===== src/rtl/hex_display_scanner.sv =====
// Two-digit, time-multiplexed common-cathode 7-segment driver.
// The low nibble of the displayed value goes to digit 0 and the high nibble to digit 1.
// Incoming values land in a shadow register and are copied to the active register
// only at a frame boundary, so one frame never mixes two values. Every digit slot is
// preceded by a blanking gap to suppress ghosting. All outputs are registered.
// An FSM sequences IDLE -> BLANK -> SHOW -> BLANK ..., and the digit index toggles
// after each SHOW slot.
module hex_display_scanner #(
  parameter logic [23:0] SHOW_CYCLES  = 24'd10_000,  // must be >= 2
  parameter logic [7:0]  BLANK_CYCLES = 8'd16        // must be >= 1
) (
  input  logic       clk,
  input  logic       rst_n,
  input  logic       en,
  input  logic [7:0] data_in,
  input  logic       load,
  input  logic       flag_in,
  input  logic       lzb,
  output logic [6:0] seg,
  output logic       dp,
  output logic [1:0] digit_sel,
  output logic       frame_done
);

  localparam logic [1:0] ST_IDLE  = 2'd0;
  localparam logic [1:0] ST_BLANK = 2'd1;
  localparam logic [1:0] ST_SHOW  = 2'd2;

  localparam int unsigned SHOW_N  = 32'(SHOW_CYCLES);
  localparam int unsigned BLANK_N = 32'(BLANK_CYCLES);
  localparam int unsigned MAX_N   = (SHOW_N > BLANK_N) ? SHOW_N : BLANK_N;
  localparam int          CW      = (MAX_N > 1) ? $clog2(MAX_N) : 1;
  localparam logic [CW-1:0] SHOW_LAST  = CW'(SHOW_N - 1);
  localparam logic [CW-1:0] BLANK_LAST = CW'(BLANK_N - 1);

  // Hex digit to {g,f,e,d,c,b,a}, active high.
  function automatic logic [6:0] decode(input logic [3:0] nib);
    logic [6:0] s;
    case (nib)
      4'h0: s = 7'h3F;  4'h1: s = 7'h06;  4'h2: s = 7'h5B;  4'h3: s = 7'h4F;
      4'h4: s = 7'h66;  4'h5: s = 7'h6D;  4'h6: s = 7'h7D;  4'h7: s = 7'h07;
      4'h8: s = 7'h7F;  4'h9: s = 7'h6F;  4'hA: s = 7'h77;  4'hB: s = 7'h7C;
      4'hC: s = 7'h39;  4'hD: s = 7'h5E;  4'hE: s = 7'h79;  default: s = 7'h71;
    endcase
    return s;
  endfunction

  logic [1:0]    state_q, state_d;
  logic [CW-1:0] cnt_q, cnt_d;
  logic          idx_q, idx_d;
  logic [8:0]    shadow_q, shadow_d;   // {flag, data}
  logic [8:0]    active_q, active_d;   // {flag, data}
  logic [6:0]    seg_q, seg_d;
  logic          dp_q, dp_d;
  logic [1:0]    sel_q, sel_d;
  logic          fd_q, fd_d;
  logic          boundary;
  logic [3:0]    nib;

  // Scan sequencing, shadow capture and frame-boundary transfer to the active register.
  always_comb begin
    state_d  = state_q;
    cnt_d    = cnt_q;
    idx_d    = idx_q;
    boundary = 1'b0;
    // A load coinciding with a boundary must be written through, so the
    // boundary copy below takes shadow_d rather than shadow_q.
    shadow_d = load ? {flag_in, data_in} : shadow_q;
    if (!en) begin
      state_d = ST_IDLE;
      cnt_d   = '0;
      idx_d   = 1'b0;
    end else begin
      case (state_q)
        ST_IDLE: begin
          state_d  = ST_BLANK;
          cnt_d    = '0;
          idx_d    = 1'b0;
          boundary = 1'b1;
        end
        ST_BLANK: begin
          if (cnt_q == BLANK_LAST) begin
            state_d = ST_SHOW;
            cnt_d   = '0;
          end else begin
            cnt_d = cnt_q + CW'(1);
          end
        end
        ST_SHOW: begin
          if (cnt_q == SHOW_LAST) begin
            state_d  = ST_BLANK;
            cnt_d    = '0;
            idx_d    = ~idx_q;
            boundary = idx_q;  // leaving digit 1 starts a new frame at digit 0
          end else begin
            cnt_d = cnt_q + CW'(1);
          end
        end
        default: begin
          state_d = ST_IDLE;
          cnt_d   = '0;
          idx_d   = 1'b0;
        end
      endcase
    end
    active_d = boundary ? shadow_d : active_q;
  end

  // Output values for the coming cycle, derived from the next state so they can be registered.
  always_comb begin
    seg_d = 7'h00;
    dp_d  = 1'b0;
    sel_d = 2'b00;
    fd_d  = 1'b0;
    nib   = idx_d ? active_d[7:4] : active_d[3:0];
    if (state_d == ST_SHOW) begin
      fd_d = idx_d && (cnt_d == SHOW_LAST);
      if (!(idx_d && lzb && (active_d[7:4] == 4'h0))) begin
        sel_d = idx_d ? 2'b10 : 2'b01;
        seg_d = decode(nib);
        dp_d  = idx_d ? 1'b0 : active_d[8];
      end
    end
  end

  // State, data and output registers with asynchronous clear.
  always_ff @(posedge clk or negedge rst_n) begin
    if (!rst_n) begin
      state_q  <= ST_IDLE;
      cnt_q    <= '0;
      idx_q    <= 1'b0;
      shadow_q <= '0;
      active_q <= '0;
      seg_q    <= '0;
      dp_q     <= 1'b0;
      sel_q    <= 2'b00;
      fd_q     <= 1'b0;
    end else begin
      state_q  <= state_d;
      cnt_q    <= cnt_d;
      idx_q    <= idx_d;
      shadow_q <= shadow_d;
      active_q <= active_d;
      seg_q    <= seg_d;
      dp_q     <= dp_d;
      sel_q    <= sel_d;
      fd_q     <= fd_d;
    end
  end

  assign seg        = seg_q;
  assign dp         = dp_q;
  assign digit_sel  = sel_q;
  assign frame_done = fd_q;

endmodule


===== config.mk =====
export PLATFORM = sky130hd
export DESIGN_NAME = hex_display_scanner
export DESIGN_NICKNAME = d
export VERILOG_FILES = /design/src/rtl/hex_display_scanner.sv
export SDC_FILE = /design/constraint.sdc
export NUM_CORES = 1
export LEC_CHECK = 0
export ABC_AREA = 0
export BUFFER_PORTS_ARGS = -buffer_cell sky130_fd_sc_hd__buf_2
export CAP_MARGIN = 10
export CORE_MARGIN = 2
export CORE_UTILIZATION = 58
export CTS_CLUSTER_DIAMETER = 120
export DETAILED_ROUTE_END_ITERATION = 8
export PLACE_DENSITY = 0.89
export SLEW_MARGIN = 20
export SYNTH_ARGS = -nofsm -noshare
export SYNTH_HDL_FRONTEND = slang
export SYNTH_SLANG_ARGS = --single-unit

===== constraint.sdc =====
create_clock -name clk -period 3.61 [get_ports clk]
set_input_delay 0.361 -clock clk [delete_from_list [all_inputs] [get_ports clk]]
set_output_delay 0.361 -clock clk [all_outputs]
set_load 0.05 [all_outputs]

; ---- After elaboration in Yosys (flattened, before gate mapping)
; Memories as Yosys holds them, arrays and structs flattened.
; Index checks and enable logic that the tools add are counted.
[op_classes]
add_sub_neg = 1
eq_ne = 6
muxes = 26
bitwise_logic = 1
n_reduce_logical = 5
[op_table]
columns = operator, count
row1 = $mux 14, 3
row2 = $eq 14x14->1 const B, 2
row3 = $pmux 14 s2, 1
row4 = $mux 9, 2
row5 = $add 14x1->14 const B, 1
row6 = $eq 14x4->1 const B, 1
row7 = $mux 7, 2
row8 = $mux 2, 6
row9 = $mux 1, 8
row10 = $pmux 2 s3, 1
row11 = $eq 2x2->1 const B, 2
row12 = $logic_not 4->1, 1
row13 = $mux 4, 1
row14 = $pmux 1 s2, 2
row15 = $logic_and 1x1->1, 3
row16 = $eq 2x1->1 const B, 1
row17 = $logic_not 2->1, 1
row18 = $not 1->1, 1
[word_totals]
regBits = 46
mem_bits_ro = 112
out_inout_bits = 11
n_memories = 1
[memory_table]
columns = name, depth, word_bits, rd, rd_clocked_by_memory_dff, write_ports, line_no
row1 = (no name shown), 16, 7, 1, 0, 0, 39  ; case (nib)

; ---- Depth between registers and ports, before layout
[depth]
depth_word = 9
depth_mapped = 14
ltp_nobuf = 14

; ---- Least setup slack after synthesis
; OpenSTA, ideal clock, no wires.
[synth_timing]
path_kind = register to register
start = reg cnt_q[0]
end = reg seg_q[3] (netlist: seg[3])
setup_ps = 78
arrival_time_ps = 3099
setup_slack_ps = 434
path_stages_with_launch = 15
cell_sequence = dfrtp_1 -> ha_1 -> and3_1 -> and4_1 -> ha_1 -> a22o_1 -> nand2_2 -> inv_2 -> mux4_2 -> inv_1 -> ha_1 -> inv_1 -> and2_1 -> a221o_1 -> a21oi_1
[synth_lines]
columns = element, line_no
row1 = from (decl), 49  ; logic [CW-1:0] cnt_q, cnt_d;
row2 = from (signal assigned), 140  ; cnt_q <= cnt_d;
row3 = $eq 14x14->1 *, 90  ; if (cnt_q == SHOW_LAST) begin
row4 = $mux 1 *, 90
row5 = $pmux 1 s2 *, 74  ; case (state_q)
row6 = $mux 1 *, 69  ; if (!en) begin
row7 = named net idx_d, 50  ; logic idx_q, idx_d;
row8 = $mux 4 or $logic_and 1x1->1 (tied branches), "115, 118"
row9 = $mem_v2 16x7 or $logic_and 1x1->1 (tied branches), n/a
row10 = $mux 7 *, 118  ; if (!(idx_d && lzb && (active_d[7:4] == 4'h0))) begin
row11 = $mux 7 *, 116  ; if (state_d == ST_SHOW) begin
row12 = named net seg_d[3], 53  ; logic [6:0] seg_q, seg_d;
row13 = to (signal assigned), 144  ; seg_q <= seg_d;
row14 = to (decl), 53
; The timed path passes the listed nets; every way through them passes the cells marked *.

; ---- Worst setup path in the final report
; Same ends and word-level chain as after synthesis.

==> reports/qor.yml <==
status: "complete, no violations"
final_cell_mix: "dfrtp_1, nor2_1, buf_2"
seq_power_share_pct: 49.4
die_height_um: 69.7
syn_nets: 277
grt_pass1_wl_um: 8620
fin_skew_ps: 10.5
cp.required_ps: 3840
num_rows: 23
wl_per_cell_um: 15.6
yosysSeqAreaShare_pct: 46.0
dr.pass1.iters: 6
drc_errors: 0
synth_warnings: 0
port_buffers: 24
grt_pass1_vias: 1848
avgViaCountPerCell: 5.78
antenna_found_initial: 0
clock.fmax_ghz: 0.298
ant_nets: 0
synth_area_leaders: "dfrtp_1, ha_1, nor2_1, mux2_2, xnor2_1"
netlist_instances: 251
setup_viol: 0
p_int_mw: 0.825
io_pins: 25
swShare_pct: 27.3
placed_cells: 320
layoutNonFillerInstCount: 329
ctsHoldBuffers: 0
antenna_cells: 0
cpPeakStageDelay_ps: 590
syn_avg_cell_area_um2: 9.96
min_period_over_period_pct: 92.8
cpLargestDelayFamily: "simple AND/OR/NAND/NOR gates"
layout_commonest_cell: "dfrtp_1"
ys_types: 48
die_w_um: 69.7
grt_usage_pct: 22.5
synth_largest_area_cell: "dfrtp_1"
dieArea_mm2: 0.00485
synth_area_mm2: 0.00250
switchingPower_mw: 0.310
drive_above_1_share_pct: 20.8
utilization_pct: 68.2
cts_tree: "yes"
r2r_cells: 14
syn2layout_area_growth_pct: 11.5
rsz0062_at_grt: "no"
post-route-min-period_ps: 3350
synth-seq-cells: 46
crit_slowest_cell: "mux4_2"
combPwrFrac_pct: 16.6
cp_max_fo: 7
p_clk_share_pct: 34.0
hold_violations: 0
crit_cells: 14
cp_cell_sequence: "ha_1, and3_1, and4_1, ha_1, a22o_1, nand2_2, inv_4, mux4_2, inv_2, ha_1, inv_1, and2_1, a221o_1, a21oi_1"
crit_buf_inv: 3
overflow: 0
root_buffer: "clkbuf_8"
h-tree-depth: 2
crit_arrival_ps: 3590
clkSinkCount: 46
startpoint_type: "flop"
worstSetupPathType: "reg -> reg"
drv_cap: 0
numCtsBuffers: 5
drt_iter0_markers: 174
dp_hpwl_um: 3620
p_per_area_mw_per_mm2: 407
worst_pin_slew_ps: 776
start_util_pct: 61.2
core_mm2: 0.00409
p_leak_nw: 1.26
critPathMostFrequentCell: "ha_1"
synth_top_area_share_pct: 46.0
worstSkewPairLatency_ps: 310
drv_slew: 0
peakVddDrop_v: 0.000286
cts_max_path_buffers: 2
hp-class: "in -> async"
cp-end-kind: "flop"
gp_routability_congestion: 0.877
slew_headroom_pct: 48.1
grt_max_degree: 47
finalSetupTns_ps: 0
clk_pin_slew_ps: 90
vias: 1901
nets: 304
wirelength_um: 5150
## flip-flops by register name (all words and copies together), names as in the netlist
signal and count:
dp 1, seg 7, cnt_q 14, shadow_q 9, state_q 2, active_q 9
digit_sel 2, frame_done 1, idx_q 1
## metal layers
metal  global-route usage (%)  up-vias  wire [um]
li1                         -      928          -
met5                        0        -          0
met3                     3.92        8        203
met1                     30.4      911       2420
met4                     9.19        0         85
met2                     36.0       54       2440
## power groups by stage
stage	clock (mW)	sequential, mW	combinational (mW)
finish	0.386	0.561	0.188
global route	0.410	0.564	0.210
CTS	0.394	0.561	0.185
detailed placement	0	0.571	0.181
global placement	0	0.569	0.174
floorplan	0	0.565	0.136
## worst reg2reg max path, delay by kind of cell, from the launching register on
family | cells | cell delay (ps)
AO/OA/AOI/OAI | 3 | 640
adder cells (fa/ha/maj) | 3 | 660
buffers and inverters | 3 | 260
flip-flops | 1 | 410
multiplexers | 1 | 590
AND/OR/NAND/NOR | 4 | 700
## logic make-up after synthesis
group           share of synthesized area (%)
mux                                      9.00
flops                                    46.0
buf+inv                                  3.65
compound gates                           10.9
simple gates                             19.9
xor+xnor                                 4.55
fa+ha+maj                                6.00
## layout make-up
cell class / count / area, um2
clock buffer: 5 / 68.8
clock inverter: 3 / 45.0
fill: 318 / 1300
inverter: 16 / 62.6
multi-input combinational: 183 / 1260
sequential: 46 / 1150
tap: 50 / 62.6
timing repair buffer: 26 / 138
## metrics by stage
stage	hold WS, ps	instance area [um2]	power, mW	setup slack (ps)
after floorplan	65.4	2500	0.701	434
after global placement	458	2660	0.743	323
after detailed placement	458	2660	0.752	204
after CTS	239	2770	1.14	156
after global routing	91.3	2790	1.18	33.7
final	42.3	2790	1.14	258
## worst paths after layout
| kind | start | endpoint | slack, ps |
|---|---|---|---|
| worst max-delay path | cnt_q[0] | seg[3] | 260 |
| worst min-delay path | rst_n | state_q[0] | 40 |
| worst max register to register | cnt_q[0] | seg[3] | 260 |
| worst min register to register | active_q[2] | active_q[2] | 480 |
| max in group asynchronous | rst_n | cnt_q[0] | 3160 |
| min in group clk | flag_in | shadow_q[8] | 310 |
## Yosys cell counts (all sizes together)
cell,n
nor3,5
ha,12
nor4,8
a211oi,6
nand4,2
a21oi,7
o21ai,12
mux2,13
inv,16
nand2,19
nor2b,1
clkbuf,3
xnor2,11
or2,2
o211ai,3
mux2i,3
o32ai,1
a22o,1
a221o,2
a2bb2oi,1
nand3,6
nand2b,5
a31oi,1
dfrtp,46
a22oi,1
nor3b,1
nor2,36
xor2,2
buf,3
or4,1
and2,5
a221oi,1
and3,5
nand4b,1
and4,2
mux4,2
a21o,4
o22ai,1
## timing repair
item | CTS | global route
setup endpoints to repair | 0 | 3
endpoints found under the hold margin | 0 | 0
buffers inserted | 0 | 1
resized for setup | 0 | 3
Power figures use the tool's default switching activity.
